**src/rtl/pix_unpack_pkg.sv**
```systemverilog
// pix_unpack shared definitions.
// Field modes, widths and buffer sizing.
package pix_unpack_pkg;

  localparam int WORD_W = 32;
  localparam int BUF_W  = 64;
  localparam int CNT_W  = 7;

  localparam logic [CNT_W-1:0] W8  = 7'd8;
  localparam logic [CNT_W-1:0] W16 = 7'd16;
  localparam logic [CNT_W-1:0] W24 = 7'd24;
  localparam logic [CNT_W-1:0] WRD = 7'd32;

  typedef enum logic [1:0] {
    MODE8  = 2'd0,
    MODE16 = 2'd1,
    MODE24 = 2'd2
  } mode_t;

  function automatic mode_t mode_of(
    input logic sixteen,
    input logic twentyfour
  );
    mode_t m;
    m = MODE8;
    if (twentyfour)
      m = MODE24;
    else if (sixteen)
      m = MODE16;
    return m;
  endfunction

  function automatic logic [CNT_W-1:0] width_of(
    input mode_t m
  );
    logic [CNT_W-1:0] w;
    w = W8;
    unique case (1'b1)
      (m == MODE24): w = W24;
      (m == MODE16): w = W16;
      default:       w = W8;
    endcase
    return w;
  endfunction

endpackage

```
**src/rtl/pix_unpack_if.sv**
```systemverilog
// pix_unpack stream interface.
// Word input side plus element output side.
interface pix_unpack_if;
  import pix_unpack_pkg::*;

  logic [WORD_W-1:0] d;
  logic              in_valid;
  logic              in_ready;
  logic [WORD_W-1:0] q;
  logic              out_valid;
  logic              out_ready;

  modport master (
    output d,
    output in_valid,
    output out_ready,
    input  in_ready,
    input  q,
    input  out_valid
  );

  modport slave (
    input  d,
    input  in_valid,
    input  out_ready,
    output in_ready,
    output q,
    output out_valid
  );

endinterface

```
**src/rtl/pix_unpack_extend.sv**
```systemverilog
// pix_extend: picks the low field of the buffer
// and zero- or sign-extends it to a word.
module pix_extend
  import pix_unpack_pkg::*;
(
  input  logic [23:0]       lo,
  input  mode_t             mode,
  input  logic              sext,
  output logic [WORD_W-1:0] q
);

  // field select and extension
  always_comb begin
    q = '0;
    unique case (1'b1)
      (mode == MODE24):
        q = {{8{sext & lo[23]}}, lo[23:0]};
      (mode == MODE16):
        q = {{16{sext & lo[15]}}, lo[15:0]};
      default:
        q = {{24{sext & lo[7]}}, lo[7:0]};
    endcase
  end

endmodule

```
**src/rtl/pix_unpack.sv**
```systemverilog
// pix_unpack: packed-field word to element stream.
// 64-bit residue buffer, one element per handshake.
module pix_unpack
  import pix_unpack_pkg::*;
(
  input  logic         sys_clk,
  input  logic         resetl,
  input  logic         sixteen,
  input  logic         twentyfour,
  input  logic         sext,
  input  logic         flush,
  pix_unpack_if.slave  s
);

  logic [BUF_W-1:0] buf_q;
  logic [BUF_W-1:0] buf_nx;
  logic [CNT_W-1:0] cnt;
  logic [CNT_W-1:0] cnt_nx;
  mode_t            mode_r;
  logic             sext_r;

  mode_t            mode_in;
  mode_t            mode_w;
  logic [CNT_W-1:0] w;
  logic             emit;
  logic             acc;
  logic [BUF_W-1:0] shifted;
  logic [CNT_W-1:0] pos;

  assign mode_in = mode_of(sixteen, twentyfour);
  assign mode_w  = (cnt == '0) ? mode_in : mode_r;
  assign w       = width_of(mode_w);

  assign s.out_valid = (cnt >= w);
  assign s.in_ready  = ~flush & (cnt <= WRD);

  assign emit = s.out_valid & s.out_ready;
  assign acc  = s.in_valid & s.in_ready;

  // shift out the emitted field, append the accepted word
  always_comb begin
    shifted = buf_q;
    pos     = cnt;
    cnt_nx  = cnt;
    buf_nx  = buf_q;
    if (emit) begin
      shifted = buf_q >> w;
      pos     = cnt - w;
    end
    buf_nx = shifted;
    cnt_nx = pos;
    if (acc) begin
      buf_nx = shifted | ({{(BUF_W-WORD_W){1'b0}}, s.d} << pos);
      cnt_nx = pos + WRD;
    end
    if (flush) begin
      buf_nx = '0;
      cnt_nx = '0;
    end
  end

  // buffer and fill count
  always_ff @(posedge sys_clk or negedge resetl) begin
    if (!resetl) begin
      buf_q <= '0;
      cnt   <= '0;
    end else begin
      buf_q <= buf_nx;
      cnt   <= cnt_nx;
    end
  end

  // mode latches only while the buffer is empty
  always_ff @(posedge sys_clk or negedge resetl) begin
    if (!resetl) begin
      mode_r <= MODE8;
      sext_r <= 1'b0;
    end else if (cnt == '0) begin
      mode_r <= mode_in;
      sext_r <= sext;
    end
  end

  pix_extend u_ext (
    .lo   (buf_q[23:0]),
    .mode (mode_w),
    .sext (sext_r),
    .q    (s.q)
  );

endmodule

```
**src/flat_wrapper.sv**
```systemverilog
// flat-port wrapper written by rule: the top's interface ports become plain ports
module pix_unpack_flat import pix_unpack_pkg::*;
  (sys_clk, resetl, sixteen, twentyfour, sext, flush, s_d, s_in_valid, s_out_ready, s_in_ready, s_q, s_out_valid);
  pix_unpack_if s_i ();
  input  logic sys_clk;
  input  logic resetl;
  input  logic sixteen;
  input  logic twentyfour;
  input  logic sext;
  input  logic flush;
  input wire logic [$bits(s_i.d)-1:0] s_d;
  input wire logic [$bits(s_i.in_valid)-1:0] s_in_valid;
  input wire logic [$bits(s_i.out_ready)-1:0] s_out_ready;
  output wire logic [$bits(s_i.in_ready)-1:0] s_in_ready;
  output wire logic [$bits(s_i.q)-1:0] s_q;
  output wire logic [$bits(s_i.out_valid)-1:0] s_out_valid;
  assign s_i.d = s_d;
  assign s_i.in_valid = s_in_valid;
  assign s_i.out_ready = s_out_ready;
  assign s_in_ready = s_i.in_ready;
  assign s_q = s_i.q;
  assign s_out_valid = s_i.out_valid;
  pix_unpack u_core (.sys_clk(sys_clk), .resetl(resetl), .sixteen(sixteen), .twentyfour(twentyfour), .sext(sext), .flush(flush), .s(s_i));
endmodule
```
**config.mk**
```make
export PLATFORM = sky130hd
export DESIGN_NAME = pix_unpack_flat
export DESIGN_NICKNAME = d
export VERILOG_FILES = /design/src/rtl/pix_unpack_pkg.sv /design/src/rtl/pix_unpack_if.sv /design/src/rtl/pix_unpack_extend.sv /design/src/rtl/pix_unpack.sv /design/src/flat_wrapper.sv
export SDC_FILE = /design/constraint.sdc
export NUM_CORES = 1
export LEC_CHECK = 0
export ABC_AREA = 1
export BUFFER_PORTS_ARGS = -buffer_cell sky130_fd_sc_hd__buf_2
export CAP_MARGIN = 20
export CORE_MARGIN = 2
export CORE_UTILIZATION = 50
export CTS_CLUSTER_DIAMETER = 50
export DETAILED_ROUTE_END_ITERATION = 8
export HOLD_SLACK_MARGIN = 0.1
export PLACE_DENSITY = 0.79
export SYNTH_ARGS = -nofsm -noshare
export SYNTH_HDL_FRONTEND = slang
export SYNTH_SLANG_ARGS = --single-unit
```
**constraint.sdc**
```tcl
create_clock -name sys_clk -period 3.35 [get_ports sys_clk]
set_input_delay 0.1675 -clock sys_clk [delete_from_list [all_inputs] [get_ports sys_clk]]
set_output_delay 0.1675 -clock sys_clk [all_outputs]
set_load 0.005 [all_outputs]
```
==> run metrics <==
largest family of logic cells by synthesized area simple AND/OR/NAND/NOR gates; startpoint type of the worst setup path register; Antenna diodes 0; grt ovf 0; Fillers approximately 1,100; capturing point of the worst reg2reg path u_core.buf_q[23]; vias per cell about 6; TritonCTS Sinks roughly 70; Max Clock Skew approximately 0.0059 ns; worst vdd rail ir drop roughly 870 uV; Core Rows 39; relative slew slack 45.92%; Final ANT Viol Nets 0; register bit count reported by yosys 71; gpl congestion roughly 0.9; CTS Root Cell clkbuf_16; Simple-Gate Fraction of Synth Area roughly 34%; synth top area cells dfrtp_1 30%, nand2_1 19%, o21ai_0 11%; final setup margin ~0.034 ns; first-pass detailed-route iteration total 6; largest net degree at the start of global routing 97; Worst Setup SP u_core.cnt[6]; CP required around 3.6 ns; core area 11,420 um2; Post-Synth XOR/XNOR Area less than 1%; Seq. cell area around 1800 um2; Max Used Layer met4; CP peak stage delay about 0.41 ns; Util after Layout about three fifths; critical path class reg2reg; layout cell share with drive strength beyond 1 between 10% and 20%; Slew @ Worst Pin roughly 0.81 ns; status complete, no violations; Finish-stage setup viols 0; post-synth design cell area ~5900 um2; full die area roughly 13,000 um2; post-DP HPWL 13.40 mm; Worst-Skew Late Latency approximately 0.33 ns; Multi-input gate area approximately 3500 um2; WL/cell 17.88 um; R2R setup slack between 0.03 and 0.04 ns; final net count slightly above 1,000; H-tree levels 3; minimum clock period roughly 3.3 ns; crit path DAT 3.57 ns; commonest non-fill, non-tap cell in the layout nand2_1; Initial Utilization 51.28%; GRT Total Usage 30.43%; final hold violation count 0; Static Leakage ~0.0034 uW; Netlist cell types 36; critical path endpoint category register; Fmax between 0.3 and 0.4 GHz; wire length on met3 around 2.7 mm; slowest stage cell on the critical path dfrtp_1; WHS Path Cells 2; pwr dens about 1300 nW/um2; IO Pins 74; max-cap viol count 0; Die X between 100 and 150 um; CTS tree built; DRC Markers 0; DP Worst Slack -0.003629 ns; final slew viol count 0; compound-cell area share of the yosys netlist between 20% and 30%; vias in the first global route approximately 5,800; R2R Path Start u_core.cnt[6]; first-pass GRT wire length around 30 mm; clk slew on worst S/H paths roughly 0.060 ns; syn_area_per_cell around 6.3 um2; Hold Crit Start flush; worst hold-check path type in2reg; Syn-to-layout area delta 18.31%; WL met1 a little under 9 mm; initial antenna violation count 0; crit-path cells nor2_4, nand2_2, nor2_2, inv_2, o22ai_4, inv_1, ha_2, inv_1, fa_2, nand3_4, nand2_8, inv_8, nand2_2, nand2_4, nand3_4, inv_4, buf_12, nand3_1, a21oi_2; Seq/Total Area, Yosys between 30% and 40%; crit path max fanout 13; Initial DRC Count a little over 800; post-synthesis adder-cell area fraction around 1.4%; # port buffers 73; multiplexer share of the synthesized area less than 1%; post-synthesis net count between 900 and 1,000; via count approximately 6,700; final clock period utilization by the worst path a little over nine tenths; routed wl met2 roughly 8.6 mm; hold path endpoint u_core.cnt[3]; YS warnings 0; Mapped Cells between 900 and 1,000; Die Span Y about 110 um; Clock Tree Buf Depth 2; reg2reg path depth 19; CTS Buf Count 9; post-synth top area share a little under a third; Yosys top cell by area dfrtp_1; most frequent cells in the layout 289 x nand2_1, 130 x o21ai_0, 73 x buf_2; Post-Route WL roughly 20 mm
cells in the mapped netlist:
cell type	instances
a21oi_1	75
a22oi_1	14
buf_1	2
buf_2	11
buf_4	21
buf_6	1
clkbuf_1	41
clkinv_1	1
dfrtp_1	71
fa_1	1
ha_1	5
inv_1	72
inv_2	2
inv_4	1
mux2i_1	2
nand2_1	290
nand2_2	5
nand2_4	4
nand3_1	78
nand3_2	1
nand3_4	2
nand3b_1	2
nor2_1	57
nor2_4	1
nor2_8	1
nor3_1	1
nor3_2	1
nor4_4	1
o21a_1	1
o21ai_0	131
o22ai_1	17
o31ai_1	8
or2_0	6
or2_1	2
or2_2	6
xnor2_1	1
per-layer routing:
layer / vias up / GRT usage [%]
met3: 33 / 9.503
li1: 3177 / -
met4: 0 / 8.699
met2: 457 / 41.89
met1: 3016 / 45.88
met5: - / 0
cell families (layout without fill, tap and decap cells):
| kind of cell | after synthesis | in the layout |
|---|---|---|
| AOI/OAI and AO/OA | 246 | 246 |
| and+or+nand+nor | 458 | 460 |
| muxes | 2 | 2 |
| adders and majority gates | 6 | 6 |
| DFF | 71 | 71 |
| buffers and inverters | 152 | 207 |
| xor gates and xnor gates | 1 | 1 |
repair_timing:
| action | CTS | global route |
|---|---|---|
| endpoints found under the hold margin | 30 | 0 |
| resized for setup | 1 | 25 |
| hold buffers | 2 | 0 |
| setup buffers | 0 | 10 |
| pin swaps | 0 | 8 |
| endpoints found under the setup margin | 12 | 88 |
| gates cloned | 0 | 4 |
registers in the layout, indices dropped and copies added, names as in the netlist:
signal and flops:
u_core.cnt 4, u_core.sext_r 1, u_core.buf_q 64, u_core.mode_r 2
through the flow:
stage	total power [uW]	std cells	hold WS, ns	area [um2]	setup TNS, ns
6_report	8742	1136	0.1185	6928	0
4_1_cts	8122	1122	0.1151	6668	0
3_5_place_dp	6957	1104	0.2716	6299	-0.005306
3_3_place_gp	6901	1104	0.2691	6299	0
5_1_grt	9445	1136	0.1287	6928	-1.336
2_1_floorplan	5482	936	-0.1281	5866	0
worst max-delay path, delay by kind of cell, from the launching register on:
kind                     cells  cell delay [ns]
AND/OR/NAND/NOR              9             1.14
buffers and inverters        6             0.62
adder cells (fa/ha/maj)      2             0.73
flip-flops                   1             0.41
AO/OA/AOI/OAI                2             0.35
how the worst max path moves through the flow:
stage,endpoint,slack (ns),cells past startpoint
6_report,u_core.buf_q[23],0.03,19
2_1_floorplan,u_core.buf_q[6],0.03,20
3_3_place_gp,u_core.buf_q[57],0.1,18
4_1_cts,s_q[29],0.008,13
3_5_place_dp,u_core.buf_q[21],-0.004,19
5_1_grt,u_core.buf_q[29],-0.09,19
layout make-up:
class / count / area share, %
tap: 143 / 2.583
clock inverter: 6 / 1.553
clock buffer: 10 / 3.450
inverter: 76 / 4.262
timing repair buffer: 115 / 11.70
multi-input combinational: 715 / 50.79
sequential: 71 / 25.66
where the power goes:
part | total, uW | internal, uW | switching, uW | leakage (uW)
sequential | 1350 | 1150 | 202 | 0.000948
clock | 1120 | 745 | 377 | 0.000168
combinational | 6270 | 2120 | 4150 | 0.00226
total | 8740 | 4010 | 4730 | 0.00338
(Power assumes the default switching activity.)
